`src/rtl/uart_ctrl.sv`:
```
// UART controller: register file, TX/RX byte FIFOs and TX frame sequencer.
// Define UART_CTRL_IRQ_EN to build the IE register and the irq output.
module uart_ctrl #(
    parameter int unsigned FIFO_DEPTH = 8,
    parameter logic [15:0] CPB_RESET  = 16'd868
) (
    input  logic        clk,
    input  logic        rst,
    input  logic        req_valid,
    input  logic        req_we,
    input  logic [4:0]  req_addr,
    input  logic [31:0] req_wdata,
    output logic [31:0] rdata,
    output logic        rdata_valid,
    output logic [15:0] cpb,
    output logic        tx_ena,
    output logic [7:0]  tx_data,
    input  logic        tx_done,
    input  logic [7:0]  rx_data,
    input  logic        rx_done,
    output logic        irq
);

    localparam int unsigned AW = $clog2(FIFO_DEPTH);

    typedef logic [AW:0] ptr_t;
    localparam ptr_t PTR_ONE = ptr_t'(1);

    typedef enum logic [1:0] {
        S_IDLE,
        S_START,
        S_WAIT,
        S_GAP
    } tx_state_e;

    tx_state_e   state_q, state_d;
    logic [15:0] cpb_q, cpb_d;
    logic [31:0] rdata_q, rdata_d;
    logic        rdata_valid_q, rdata_valid_d;
    logic [7:0]  tx_data_q, tx_data_d;
    logic        ovr_q, ovr_d;
    ptr_t        tx_wp_q, tx_wp_d, tx_rp_q, tx_rp_d;
    ptr_t        rx_wp_q, rx_wp_d, rx_rp_q, rx_rp_d;

    logic [7:0]  tx_mem [FIFO_DEPTH];
    logic [7:0]  rx_mem [FIFO_DEPTH];

    logic [2:0]  idx;
    logic        rd, wr;
    logic        tx_full, tx_empty, rx_full, rx_empty, busy;
    logic        tx_push, tx_pop, rx_push, rx_pop;
    logic [1:0]  ie_rd;
    logic [31:0] rd_mux;
    logic        unused_bits;

    assign idx = req_addr[4:2];
    assign rd  = req_valid & ~req_we;
    assign wr  = req_valid & req_we;

    assign tx_empty = (tx_wp_q == tx_rp_q);
    assign tx_full  = (tx_wp_q[AW] != tx_rp_q[AW]) &&
                      (tx_wp_q[AW-1:0] == tx_rp_q[AW-1:0]);
    assign rx_empty = (rx_wp_q == rx_rp_q);
    assign rx_full  = (rx_wp_q[AW] != rx_rp_q[AW]) &&
                      (rx_wp_q[AW-1:0] == rx_rp_q[AW-1:0]);
    assign busy     = (state_q != S_IDLE);

    // Full is sampled before this cycle's pops, so a push into a full FIFO drops.
    assign tx_push = wr && (idx == 3'd2) && !tx_full;
    assign rx_pop  = rd && (idx == 3'd1) && !rx_empty;
    assign rx_push = rx_done && (!rx_full || rx_pop);

    always_comb begin
        state_d   = state_q;
        tx_data_d = tx_data_q;
        tx_pop    = 1'b0;
        unique case (state_q)
            S_IDLE: begin
                if (!tx_empty) begin
                    tx_pop    = 1'b1;
                    tx_data_d = tx_mem[tx_rp_q[AW-1:0]];
                    state_d   = S_START;
                end
            end
            S_START: state_d = S_WAIT;
            S_WAIT:  if (tx_done) state_d = S_GAP;
            S_GAP:   state_d = S_IDLE;
            default: state_d = S_IDLE;
        endcase
    end

    always_comb begin
        tx_wp_d = tx_wp_q + (tx_push ? PTR_ONE : '0);
        tx_rp_d = tx_rp_q + (tx_pop  ? PTR_ONE : '0);
        rx_wp_d = rx_wp_q + (rx_push ? PTR_ONE : '0);
        rx_rp_d = rx_rp_q + (rx_pop  ? PTR_ONE : '0);
    end

    always_comb begin
        cpb_d = cpb_q;
        ovr_d = ovr_q;
        if (wr && (idx == 3'd0)) cpb_d = req_wdata[15:0];
        if (wr && (idx == 3'd3) && req_wdata[4]) ovr_d = 1'b0;
        if (rx_done && rx_full && !rx_pop) ovr_d = 1'b1;
    end

    always_comb begin
        rd_mux = '0;
        case (idx)
            3'd0: rd_mux = {16'h0, cpb_q};
            3'd1: rd_mux = rx_empty ? 32'h0
                                    : {24'h0, rx_mem[rx_rp_q[AW-1:0]]};
            3'd3: rd_mux = {27'h0, ovr_q, busy, tx_empty, tx_full, !rx_empty};
            3'd4: rd_mux = {30'h0, ie_rd};
            default: rd_mux = '0;
        endcase
        rdata_d       = rd ? rd_mux : rdata_q;
        rdata_valid_d = rd;
    end

    always_ff @(posedge clk) begin
        if (!rst) begin
            state_q       <= S_IDLE;
            cpb_q         <= CPB_RESET;
            rdata_q       <= '0;
            rdata_valid_q <= 1'b0;
            tx_data_q     <= '0;
            ovr_q         <= 1'b0;
            tx_wp_q       <= '0;
            tx_rp_q       <= '0;
            rx_wp_q       <= '0;
            rx_rp_q       <= '0;
        end else begin
            state_q       <= state_d;
            cpb_q         <= cpb_d;
            rdata_q       <= rdata_d;
            rdata_valid_q <= rdata_valid_d;
            tx_data_q     <= tx_data_d;
            ovr_q         <= ovr_d;
            tx_wp_q       <= tx_wp_d;
            tx_rp_q       <= tx_rp_d;
            rx_wp_q       <= rx_wp_d;
            rx_rp_q       <= rx_rp_d;
        end
    end

    // Storage needs no reset: the pointers define what is valid.
    always_ff @(posedge clk) begin
        if (tx_push) tx_mem[tx_wp_q[AW-1:0]] <= req_wdata[7:0];
        if (rx_push) rx_mem[rx_wp_q[AW-1:0]] <= rx_data;
    end

`ifdef UART_CTRL_IRQ_EN
    logic [1:0] ie_q, ie_d;
    logic       irq_q, irq_d;

    always_comb begin
        ie_d = ie_q;
        if (wr && (idx == 3'd4)) ie_d = req_wdata[1:0];
        irq_d = (ie_q[0] & !rx_empty) |
                (ie_q[1] & tx_empty & !busy) |
                ovr_q;
    end

    always_ff @(posedge clk) begin
        if (!rst) begin
            ie_q  <= '0;
            irq_q <= 1'b0;
        end else begin
            ie_q  <= ie_d;
            irq_q <= irq_d;
        end
    end

    assign ie_rd = ie_q;
    assign irq   = irq_q;
`else
    assign ie_rd = 2'b00;
    assign irq   = 1'b0;
`endif

    // No start pulse may leak out while reset is being applied.
    assign tx_ena      = (state_q == S_START) && rst;
    assign tx_data     = tx_data_q;
    assign cpb         = cpb_q;
    assign rdata       = rdata_q;
    assign rdata_valid = rdata_valid_q;

    assign unused_bits = ^{req_addr[1:0], req_wdata[31:16]};

endmodule

```
`config.mk`:
```
export PLATFORM = sky130hd
export DESIGN_NAME = uart_ctrl
export DESIGN_NICKNAME = d
export VERILOG_FILES = /design/src/rtl/uart_ctrl.sv
export SDC_FILE = /design/constraint.sdc
export NUM_CORES = 1
export LEC_CHECK = 0
export BUFFER_PORTS_ARGS = -buffer_cell sky130_fd_sc_hd__buf_2
export CAP_MARGIN = 5
export CORE_MARGIN = 2
export CORE_UTILIZATION = 30
export DETAILED_ROUTE_END_ITERATION = 10
export GPL_ROUTABILITY_DRIVEN = 1
export PLACE_DENSITY = 0.59
export SETUP_SLACK_MARGIN = 0.05
export SLEW_MARGIN = 20
export SYNTH_ARGS = -nofsm -noshare
export SYNTH_HDL_FRONTEND = slang
export SYNTH_SLANG_ARGS = --single-unit
export TNS_END_PERCENT = 10
```
`constraint.sdc`:
```
create_clock -name clk -period 2.55 [get_ports clk]
set_input_delay 0 -clock clk [delete_from_list [all_inputs] [get_ports clk]]
set_output_delay 0 -clock clk [all_outputs]
set_load 0.01 [all_outputs]
```
* Word-level counts from Yosys, hierarchy flattened
Memories as Yosys holds them, arrays and structs flattened. A register that Yosys moved wholly into a read port is not among the register bits.
Cells that the tools add are included.
** Word-level totals
- RAM bits :: 128
- Memories :: 2
- Register bits :: 68
** Operators by class
- Reductions and logical operators :: 25
- Equal/unequal tests :: 14
- Bitwise gates (word level) :: 4
- Add/subtract/negate cells :: 4
- Muxes and demuxes :: 18
** Memory list
- rx_mem :: words 8, width 8, read ports 1, clocked after Yosys merged registers in 1, write ports 1, RTL line 46 : logic [7:0] rx_mem [FIFO_DEPTH];
- tx_mem :: words 8, width 8, read ports 1, clocked after Yosys merged registers in 1, write ports 1, RTL line 45 : logic [7:0] tx_mem [FIFO_DEPTH];
** Operators by type and width (count)
- 16-bit case mux with 3 select lines :: 1
- 4-bit by 1-bit adder with 4-bit output :: 4
- 1-bit logical AND :: 13
- 1-bit 2-to-1 mux :: 12
- 4-bit equality test :: 2
- 8-bit 2-to-1 mux :: 1
- 2-bit case mux with 4 select lines :: 1
- 3-bit by 2-bit equality test with 1-bit output (second input constant) :: 2
- 3-bit equality test :: 2
- 1-bit zero test :: 5
- 2-bit equality test (second input constant) :: 2
- 2-bit 2-to-1 mux :: 2
- 2-bit inequality test (second input constant) :: 2
- 2-bit AND reduction :: 2
- 2-bit nonzero test :: 2
- 3-bit by 1-bit equality test with 1-bit output (second input constant) :: 1
- 3-bit zero test :: 1
- 3-bit 2-to-1 mux :: 1
- 1-bit bitwise AND :: 2
- 2-bit by 1-bit equality test with 1-bit output (second input constant) :: 1
- 2-bit zero test :: 1
- 1-bit inequality test :: 2
- 1-bit NOT :: 2
- 1-bit logical OR :: 1

* Depth between registers and ports, before layout
- Word-level depth :: 8
- Mapped depth :: 10
- Gate-level depth less buffers :: 8

* Least setup slack after synthesis
Ideal clock, no wire load.
- Path type :: register to register
- Start point :: register rx_rp_q[1]
- End point :: memory rx_mem[1][0], enable pin
- Path buffers :: 2
- Cell stages (with the launch flop) :: 7
- Data arrival time :: 1.706 ns
- Period minus slack after synthesis :: 2.090 ns
- Path slack :: 0.460 ns
- Path through :: dfxtp_1 -> buf_6 -> buf_6 -> xnor2_1 -> o2111ai_1 -> o211ai_1 -> nor3_1
** Between the ends
- Word-level cells in the longest chain between the ends :: 7
- Elaborated cells on any way between the ends :: 10
- Classes of those cells :: 2 x eq/ne; 2 x mux; 6 x reduce/logical
** Ends and longest elaborated chain
- from (decl) :: RTL line 43 : ptr_t rx_wp_q, rx_wp_d, rx_rp_q, rx_rp_d;
- from (signal assigned) :: RTL line 143 : rx_rp_q <= rx_rp_d;
- 4-bit equality test / 3-bit equality test (equally long branches) :: RTL line 63, 65
- 1-bit zero test / 1-bit logical AND (equally long branches) :: RTL line 70, 64
- 1-bit logical AND / 1-bit zero test (equally long branches) :: RTL line 70, 71
- 1-bit logical OR (*) :: RTL line 71 : assign rx_push = rx_done && (!rx_full || rx_pop);
- 1-bit logical AND (*) :: RTL line 71
- 1-bit 2-to-1 mux (*) :: RTL line 150 : if (rx_push) rx_mem[rx_wp_q[AW-1:0]] <= rx_data;
- 1-bit 2-to-1 mux (implied by the code) (*) :: RTL line 150
- to (decl) :: RTL line 46
Every way passes the cells marked *; elsewhere a longest branch is shown, timed or not.

* Final worst setup path
- Start point :: register rx_wp_q[2]
- End point :: memory rx_mem[6][7], enable pin
** Between the ends
- Word-level cells in the longest chain between the ends :: 7
- Elaborated cells on any way between the ends :: 10
- Classes of those cells :: 2 x eq/ne; 2 x mux; 6 x reduce/logical
** Ends and longest elaborated chain
- from (decl) :: RTL line 43
- from (signal assigned) :: RTL line 142 : rx_wp_q <= rx_wp_d;
- 4-bit equality test / 3-bit equality test (equally long branches) :: RTL line 63, 65
- 1-bit zero test / 1-bit logical AND (equally long branches) :: RTL line 70, 64
- 1-bit logical AND / 1-bit zero test (equally long branches) :: RTL line 70, 71
- 1-bit logical OR :: RTL line 71
- 1-bit logical AND :: RTL line 71
- 1-bit 2-to-1 mux :: RTL line 150
- 1-bit 2-to-1 mux (implied by the code) :: RTL line 150
Parallel ways exist; a longest one is shown, timed or not.

==> impl_metrics.env <==
export IMPL_status="finished clean"
export IMPL_synth_cell_types=48
export IMPL_final_cell_mix="128 x edfxtp_1, 74 x buf_2, 60 x dfxtp_1"
export IMPL_grt_antenna_before_repair=1
export IMPL_rsz0062_at_grt="true"
export IMPL_worstPathMaxFanout=8
export IMPL_min_path_type="primary input to flip-flop"
export IMPL_fin_crit_ns=2.33
export IMPL_cts_resized=0
export IMPL_power_leakage_uw=0.00331
export IMPL_fmax_mhz=428
export IMPL_synth_top_family_by_area="multiplexers"
export IMPL_die_area_sq_um=27100
export IMPL_synth_area_per_cell_sq_um=14.9
export IMPL_coreArea_sq_um=25300
export IMPL_async_reset_ff_frac=0
export IMPL_drive_gt1_frac=0.236
export IMPL_power_frac_clock=0.388
export IMPL_dp_cells=913
export IMPL_gp_congestion=0.730
export IMPL_cts_sinks=188
export IMPL_intPower_uw=5280
export IMPL_yosys_register_bits=188
export IMPL_grt_max_degree=37
export IMPL_drt_total_wl_um=16100
export IMPL_cellPowerDensity_nw_per_um2=746
export IMPL_drcViolationCount=0
export IMPL_die_h_um=165
export IMPL_io_buffers=74
export IMPL_clock_path_buffers=2
export IMPL_grt_remaining_overflow=0
export IMPL_cts_buffers=17
export IMPL_dpl_cell_area_sq_um=8390
export IMPL_worstPathArrival_ns=2.38
export IMPL_yosys_area_share_simple=0.0851
export IMPL_rows=58
export IMPL_clkSlewWorstSetupHoldPaths_ns=0.07
export IMPL_power_switching_uw=1620
export IMPL_first_pass_iters=4
export IMPL_synth_edf_count=128
export IMPL_peakVddDrop_mv=0.360
export IMPL_n_antenna_cell=0
export IMPL_p_sw_frac=0.234
export IMPL_start_util=0.306
export IMPL_max_slew_margin=0.301
export IMPL_synth_seq_area_share=0.652
export IMPL_setup_viol_count_final=0
export IMPL_report_final_hold_viol_count=0
export IMPL_start_kind="flip-flop"
export IMPL_dp_hpwl_um=10900
export IMPL_dr_total_vias=4423
export IMPL_cts_root_buf="clkbuf_16"
export IMPL_tns_ns=0
export IMPL_ant_nets=0
export IMPL_grt_pass1_vias=4219
export IMPL_combPwrFrac=0.117
export IMPL_seqPwrFrac=0.495
export IMPL_fin_nets=691
export IMPL_synth_cell_area_sq_um=7740
export IMPL_routed_via_density=4.56
export IMPL_post_route_period_util=0.916
export IMPL_chipWidth_um=165
export IMPL_synth_fa_ha_area_frac=0.0194
export IMPL_synth_warnings=0
export IMPL_cap_viol_max_count=0
export IMPL_grt_pass1_wl_um=24400
export IMPL_syn_to_final_growth_pct=19.5
export IMPL_synth_compound_area_frac=0.0607
export IMPL_wl_per_cell_um=16.6
export IMPL_insertion_delay_ns=0.43
export IMPL_final_common_cell="edfxtp_1"
export IMPL_slew_violations=0
export IMPL_required_ns=2.59
export IMPL_grt_usage=0.122
export IMPL_ys_flop_type="edfxtp_1"
export IMPL_htree_levels=4
export IMPL_clock_skew_ns=0.00811
export IMPL_syn_inst=520
export IMPL_postLayoutCellArea_sq_um=9250
export IMPL_drt_iter0_markers=320
export IMPL_power_uw=6900
export IMPL_synth_xor_area_frac=0.0192
export IMPL_ios=110
export IMPL_cts_tree="built"
export IMPL_worstMarginPinSlew_ns=1.05
export IMPL_cp_end_kind="flip-flop"
export IMPL_final_cells=971
export IMPL_num_fill_cells=2407
export IMPL_synth_area_mux_share=0.119
export IMPL_path_class="flip-flop to flip-flop"
[synthesized netlist by cell type, types with 11 or more instances]
cell      number  share of area
a21boi_0      19          0.018
and2_1        22          0.018
buf_4         20          0.019
dfxtp_1       60           0.16
edfxtp_1     128           0.50
ha_1          12          0.019
mux2i_1       11          0.014
mux4_2        24          0.070
nand2_1       49          0.024
nand3_1       21          0.014
nor2_1        19         0.0092
o21ai_0       15         0.0097
xnor2_1       12          0.014
[power by group through the flow]
| stage | clock, uW | sequential (uW) | combinational (uW) |
|---|---|---|---|
| 2_1_floorplan | 0 | 3500 | 539 |
| 3_3_place_gp | 0 | 3480 | 781 |
| 3_5_place_dp | 0 | 3480 | 787 |
| 4_1_cts | 2730 | 3410 | 821 |
| 5_1_grt | 2860 | 3420 | 909 |
| 6_report | 2680 | 3410 | 808 |
[flip-flops by register name (all words and copies together), names as in the netlist]
register,count
tx_rp_q,4
state_q,2
tx_wp_q,4
rdata,16
rx_rp_q,4
cpb,16
rx_mem,64
ovr_q,1
rx_wp_q,4
tx_mem,64
tx_data,8
rdata_valid,1
[timing repair]
action / CTS / global route
endpoints found under the hold margin: 146 / 0
endpoints found under the setup margin: 0 / 10
buffers inserted: 0 / 0
hold buffers: 26 / 0
[path summary, 6_finish.rpt]
check / from / end / slack [ns] / cells past startpoint
min reg2reg: rdata[10] / rdata[10] / 0.47 / 2
max reg2reg: rx_wp_q[2] / rx_mem[6][7] / 0.22 / 4
max: rx_wp_q[2] / rx_mem[6][7] / 0.22 / 4
min: rx_done / ovr_q / 0.01 / 4
[per-layer routing]
metal  routed length (um)  global-route usage  vias up
met5                   13                   0        -
met4                  282              0.0431        2
met3                  562              0.0281       23
li1                     -                   -     2130
met2                 7840               0.200       98
met1                 7390               0.158     2170
[stage by stage]
step	util	hold slack [ns]	setup slack [ns]
after CTS	0.366	0.000307	0.202
after floorplan	-	0.0989	0.460
after global placement	0.332	0.216	0.250
after detailed placement	0.332	0.228	0.190
final	0.366	0.0146	0.215
after global routing	0.366	0.0412	0.0338
[layout make-up]
type                            count  area [sq um]  share of cell area
Clock buffer                       18           429              0.0464
Clock inverter                     14           169              0.0183
Inverter                            7          26.3             0.00284
Multi-Input combinational cell    297          2410               0.260
Sequential cell                   188          5040               0.546
Tap cell                          330           413              0.0446
Timing Repair Buffer              117           758              0.0820
[kinds of logic (layout without fill, tap and decap cells)]
group / Yosys count / count (layout)
simple gates: 136 / 136
other cells: 1 / 17
fa+ha+maj: 12 / 12
xor+xnor: 17 / 17
mux: 48 / 48
buf+inv: 51 / 156
flops: 188 / 188
compound gates: 67 / 67
[worst max-delay path, cell delays in order (launching register included)]
cell,delay (ns)
dfxtp_1,0.50
xnor2_1,0.17
o2111ai_1,0.20
o211ai_1,0.22
nor2_1,0.84
No activity file was read; power rests on OpenSTA's default activity.
